**src/rtl/audio_mem_arbiter.sv**
```systemverilog
// Round-robin arbiter sequencing the async audio sample SRAM between record (write) and playback (read).
// Optional AUDIO_MEM_ARB_PLAY_PRIO_EN gives playback fixed priority on ties.
module audio_mem_arbiter #(
   parameter int ADDR_W      = 24,
   parameter int DATA_W      = 16,
   parameter int WAIT_CYCLES = 7
) (
   input  logic              clk,
   input  logic              rst,
   input  logic              rec_req,
   input  logic [ADDR_W-1:0] rec_addr,
   input  logic [DATA_W-1:0] rec_wdata,
   output logic              rec_ack,
   input  logic              play_req,
   input  logic [ADDR_W-1:0] play_addr,
   output logic [DATA_W-1:0] play_rdata,
   output logic              play_ack,
   output logic [ADDR_W+1:0] mem_addr,
   output logic [DATA_W-1:0] mem_wdata,
   output logic              mem_data_oe,
   input  logic [DATA_W-1:0] mem_rdata,
   output logic              mem_ce_n,
   output logic              mem_oe_n,
   output logic              mem_we_n,
   output logic              mem_ub_n,
   output logic              mem_lb_n,
   output logic              busy
);

   // state  | meaning
   // IDLE   | sample requests, grant and latch one
   // SETUP  | chip enabled, address/data driven, strobes high
   // ACCESS | we_n or oe_n low for WAIT_CYCLES cycles
   // HOLD   | strobes high, ack to the granted requester
   typedef enum logic [1:0] {IDLE, SETUP, ACCESS, HOLD} state_t;

   state_t      state, state_d;
   logic [7:0]  wait_cnt, wait_cnt_d;
   logic        last_grant;   // 1: playback won last
   logic        dir_write, dir_write_d;
   logic        grant_en, grant_play;
   logic        ce_n_d, oe_n_d, we_n_d, data_oe_d, rec_ack_d, play_ack_d, busy_d;

   assign grant_en = (state == IDLE) && (rec_req || play_req);

`ifdef AUDIO_MEM_ARB_PLAY_PRIO_EN
   assign grant_play = play_req;
`else
   assign grant_play = play_req && (!rec_req || !last_grant);
`endif

   always_comb begin
      state_d     = state;
      wait_cnt_d  = wait_cnt;
      dir_write_d = dir_write;
      case (state)
         IDLE: begin
            if (grant_en) begin
               state_d     = SETUP;
               dir_write_d = !grant_play;
            end
         end
         SETUP: begin
            state_d    = ACCESS;
            wait_cnt_d = 8'(WAIT_CYCLES - 1);
         end
         ACCESS: begin
            if (wait_cnt == 8'd0) state_d = HOLD;
            else                  wait_cnt_d = wait_cnt - 8'd1;
         end
         HOLD:    state_d = IDLE;
         default: state_d = IDLE;
      endcase
   end

   // Outputs are decoded from the next state so every pin comes straight from a flop.
   always_comb begin
      ce_n_d     = (state_d == IDLE);
      oe_n_d     = !((state_d == ACCESS) && !dir_write_d);
      we_n_d     = !((state_d == ACCESS) && dir_write_d);
      data_oe_d  = (state_d != IDLE) && dir_write_d;
      rec_ack_d  = (state_d == HOLD) && dir_write_d;
      play_ack_d = (state_d == HOLD) && !dir_write_d;
      busy_d     = (state_d != IDLE);
   end

   always_ff @(posedge clk) begin
      if (rst) begin
         state       <= IDLE;
         wait_cnt    <= '0;
         last_grant  <= 1'b0;
         dir_write   <= 1'b0;
         mem_addr    <= '0;
         mem_wdata   <= '0;
         play_rdata  <= '0;
         mem_ce_n    <= 1'b1;
         mem_oe_n    <= 1'b1;
         mem_we_n    <= 1'b1;
         mem_ub_n    <= 1'b1;
         mem_lb_n    <= 1'b1;
         mem_data_oe <= 1'b0;
         rec_ack     <= 1'b0;
         play_ack    <= 1'b0;
         busy        <= 1'b0;
      end else begin
         state       <= state_d;
         wait_cnt    <= wait_cnt_d;
         dir_write   <= dir_write_d;
         mem_ce_n    <= ce_n_d;
         mem_oe_n    <= oe_n_d;
         mem_we_n    <= we_n_d;
         mem_ub_n    <= ce_n_d;
         mem_lb_n    <= ce_n_d;
         mem_data_oe <= data_oe_d;
         rec_ack     <= rec_ack_d;
         play_ack    <= play_ack_d;
         busy        <= busy_d;
         if (grant_en) begin
            last_grant <= grant_play;
            mem_addr   <= {2'b00, (grant_play ? play_addr : rec_addr)};
            if (!grant_play) mem_wdata <= rec_wdata;
         end
         if ((state == ACCESS) && (wait_cnt == 8'd0) && !dir_write)
            play_rdata <= mem_rdata;
      end
   end

endmodule

```
**config.mk**
```make
export PLATFORM = sky130hd
export DESIGN_NAME = audio_mem_arbiter
export DESIGN_NICKNAME = d
export VERILOG_FILES = /design/src/rtl/audio_mem_arbiter.sv
export SDC_FILE = /design/constraint.sdc
export NUM_CORES = 1
export LEC_CHECK = 0
export BUFFER_PORTS_ARGS = -buffer_cell sky130_fd_sc_hd__buf_2
export CORE_ASPECT_RATIO = 0.6
export CORE_MARGIN = 5
export CORE_UTILIZATION = 48
export DETAILED_ROUTE_END_ITERATION = 8
export PLACE_DENSITY = 0.86
export SETUP_SLACK_MARGIN = 0.15
export SYNTH_ARGS = -nofsm -noshare
export SYNTH_HDL_FRONTEND = slang
export SYNTH_SLANG_ARGS = --single-unit
```
**constraint.sdc**
```tcl
create_clock -name clk -period 5 [get_ports clk]
set_clock_uncertainty 0.1 [all_clocks]
set_input_delay 0.25 -clock clk [delete_from_list [all_inputs] [get_ports clk]]
set_output_delay 0.25 -clock clk [all_outputs]
set_load 0.05 [all_outputs]
```
==> qor.yml <==
status: "completed"
seqPwrFrac: 0.333
n_antenna_cell: 0
ys_warn_count: 0
max_slew_margin: 0.179
drc: 0
synth_top_area_cell: "dfxtp_1"
power_density_mw_per_mm2: 650
start_util: 0.506
setup_tns_ps: 0
synth-main-ff-cell: "dfxtp_1"
post_synth.cell_area_avg_um2: 9.44
row_count: 21
grt_pass1_vias: 2688
ys_types: 45
clk_pin_slew_ps: 70
h-tree-depth: 3
drt_iter0_markers: 253
p_sw_w: 0.00110
fin_nets: 531
die_area_mm2: 0.00768
postCtsHoldBufs: 0
grt_first_pass_wirelength_um: 12900
die_x_um: 110
clockBufferDepth: 2
num_vias: 2766
fmax_mhz: 364
grt_usage: 0.211
cp-end-kind: "register"
antenna_found_initial: 0
netlist_area_mm2: 0.00287
whs_path_depth: 3
ant_nets: 0
cts.sinks: 75
synth-edff-count: 0
irDropWorstVdd_mv: 0.317
syn-instance-count: 304
ys_top_cells_by_area: "dfxtp_1 (52%), a222oi_1 (8.4%), nor2_1 (7.2%), mux2i_1 (5.6%), nand2_1 (4.7%)"
post_cts_buffers: 0
crit_required_ps: 5100
cpMaxStageDelayCell: "nand4b_1"
finalWeightedCongestion: 0.851
yosysTopAreaCellShare: 0.523
drt_pass1_iterations: 9
max_stage_delay_ps: 960
wl_per_cell_um: 15.1
via_per_inst: 5.26
clkPwrFrac: 0.199
clock_latency_ps: 340
maxCapViolations: 0
syn_to_final_growth_pct: 33.7
async_reset_ff_frac: 0
path_cells: "inv_1 -> ha_1 -> nor3b_1 -> nand4b_1 -> mux2i_1 -> nor2_1"
cts_made_buffers: 9
worst-r2r-cell-count: 6
postLayoutCoreUtil: 0.676
final_hold_viol_count: 0
drv_slew: 0
rsz0062_at_grt: "no"
leakage_nw: 1.92
pin_count: 151
clock-root-buffer: "clkbuf_8"
post-dp-hpwl_um: 5880
drive_gt1_frac: 0.395
cts_resized: 0
die_h_um: 69.9
ys_seq_area_frac: 0.523
post-route-period-util: 0.550
overflow: 0
p_int_w: 0.00140
numPortBuffers: 148
synth-seq-cells: 75
layout_min_cycle_time_ps: 2750
finalSetupViolations: 0
critPathLaunchType: "register"
core_area_mm2: 0.00568
comb_power_share: 0.468
hp-class: "primary input to register"
worstMarginPinSlew_ps: 1230
swShare: 0.440
worstPathArrival_ps: 2850
critPathKind: "register to register"
finalWirelength_um: 7960
critical_path.max_fanout: 16
grt_start_max_net_pins: 67
cts_tree: "yes"
==> Yosys cell counts, drive strengths merged, types with 2 or more instances <==
cell type / count
a211oi: 2
ha: 5
dfxtp: 75
buf: 7
clkbuf: 17
inv: 7
nor2b: 2
or2: 2
a222oi: 24
or3: 2
nand2: 36
nor2: 55
nand3: 3
xnor2: 3
o21ai: 3
a21oi: 22
nor4: 2
mux2i: 16
==> cell usage in the layout (no fill, tap or decap), drive strengths merged, types with 2 or more instances in the layout <==
master,n
nor4,2
nor2b,2
conb,2
a222oi,24
or2,2
buf,150
clkbuf,10
nand3,3
mux2i,16
a21oi,22
ha,5
clkinv,2
nand2,36
bufinv,2
xnor2,3
or3,2
nor2,55
a211oi,2
dfxtp,75
inv,7
o21ai,3
==> sequential cells by signal, indices dropped and copies added (netlist names) <==
register	count
wait_cnt	8
state	2
mem_data_oe	1
mem_lb_n	1
play_rdata	16
mem_addr	24
rec_ack	1
mem_wdata	16
play_ack	1
dir_write	1
last_grant	1
mem_oe_n	1
mem_we_n	1
busy	1
==> power by group through the flow <==
stage	clock network (W)	logic, W	registers [W]
after floorplan	0	0.000593	0.00116
after global routing	0.000534	0.00126	0.000845
after detailed placement	0	0.00116	0.000839
after global placement	0	0.00114	0.000831
after CTS	0.000511	0.00117	0.000828
final	0.000496	0.00117	0.000830
==> critical path: cells and delay by family, from the launching register on <==
kind / cells / cell delay [ps]
simple gates: 3 / 1450
mux: 1 / 450
flops: 1 / 330
fa+ha+maj: 1 / 210
buf+inv: 1 / 80
==> per-layer routing <==
metal / wire length, µm / vias up / GRT usage / share of wire
met2: 3800 / 128 / 0.340 / 0.48
met5: 0 / - / 0 / 0
li1: - / 1346 / - / -
met1: 3160 / 1281 / 0.249 / 0.40
met4: 110 / 0 / 0.0622 / 0.014
met3: 884 / 11 / 0.0976 / 0.11
==> cell type report <==
class	instances	area [µm²]
timing repair buffer	150	756
fill	478	1840
inverter	7	26.3
clock inverter	5	77.6
clock buffer	10	138
multi-input combinational	199	1240
sequential	75	1500
tap	80	100
==> worst paths after layout <==
check	slack, ps	startpoint	end
worst max-delay path	2250	wait_cnt[0]$_SDFFE_PP0P_	play_rdata[2]$_SDFFE_PP0P_
worst min-delay path	40	rec_wdata[10]	mem_wdata[10]$_SDFFE_PP0P_
worst max register to register	2250	wait_cnt[0]$_SDFFE_PP0P_	play_rdata[2]$_SDFFE_PP0P_
worst min register to register	360	mem_wdata[14]$_SDFFE_PP0P_	mem_wdata[14]$_SDFFE_PP0P_
==> through the flow <==
stage                     instance area [µm²]  instances  total power (W)  hold slack, ps  setup WS (ps)
after floorplan                          2870        305          0.00175             244           3160
after global placement                   3620        511          0.00197             339           2460
after detailed placement                 3620        511          0.00200             347           2290
after CTS                                3840        526          0.00251            26.0           2260
after global routing                     3840        526          0.00264            29.7           2010
final                                    3840        526          0.00249            44.5           2250
==> cell families (layout without fill, tap and decap cells) <==
logic type / Yosys count / after routing / synth area share
AO/OA/AOI/OAI: 61 / 61 / 0.164
XOR/XNOR: 3 / 3 / 0.00916
adder cells (fa/ha/maj): 5 / 5 / 0.0218
buffers and inverters: 31 / 172 / 0.0488
flip-flops: 75 / 75 / 0.523
multiplexers: 17 / 17 / 0.0597
other: 1 / 2 / 0.00131
AND/OR/NAND/NOR: 111 / 111 / 0.172
Note: power is estimated with default switching activity, not from simulation.
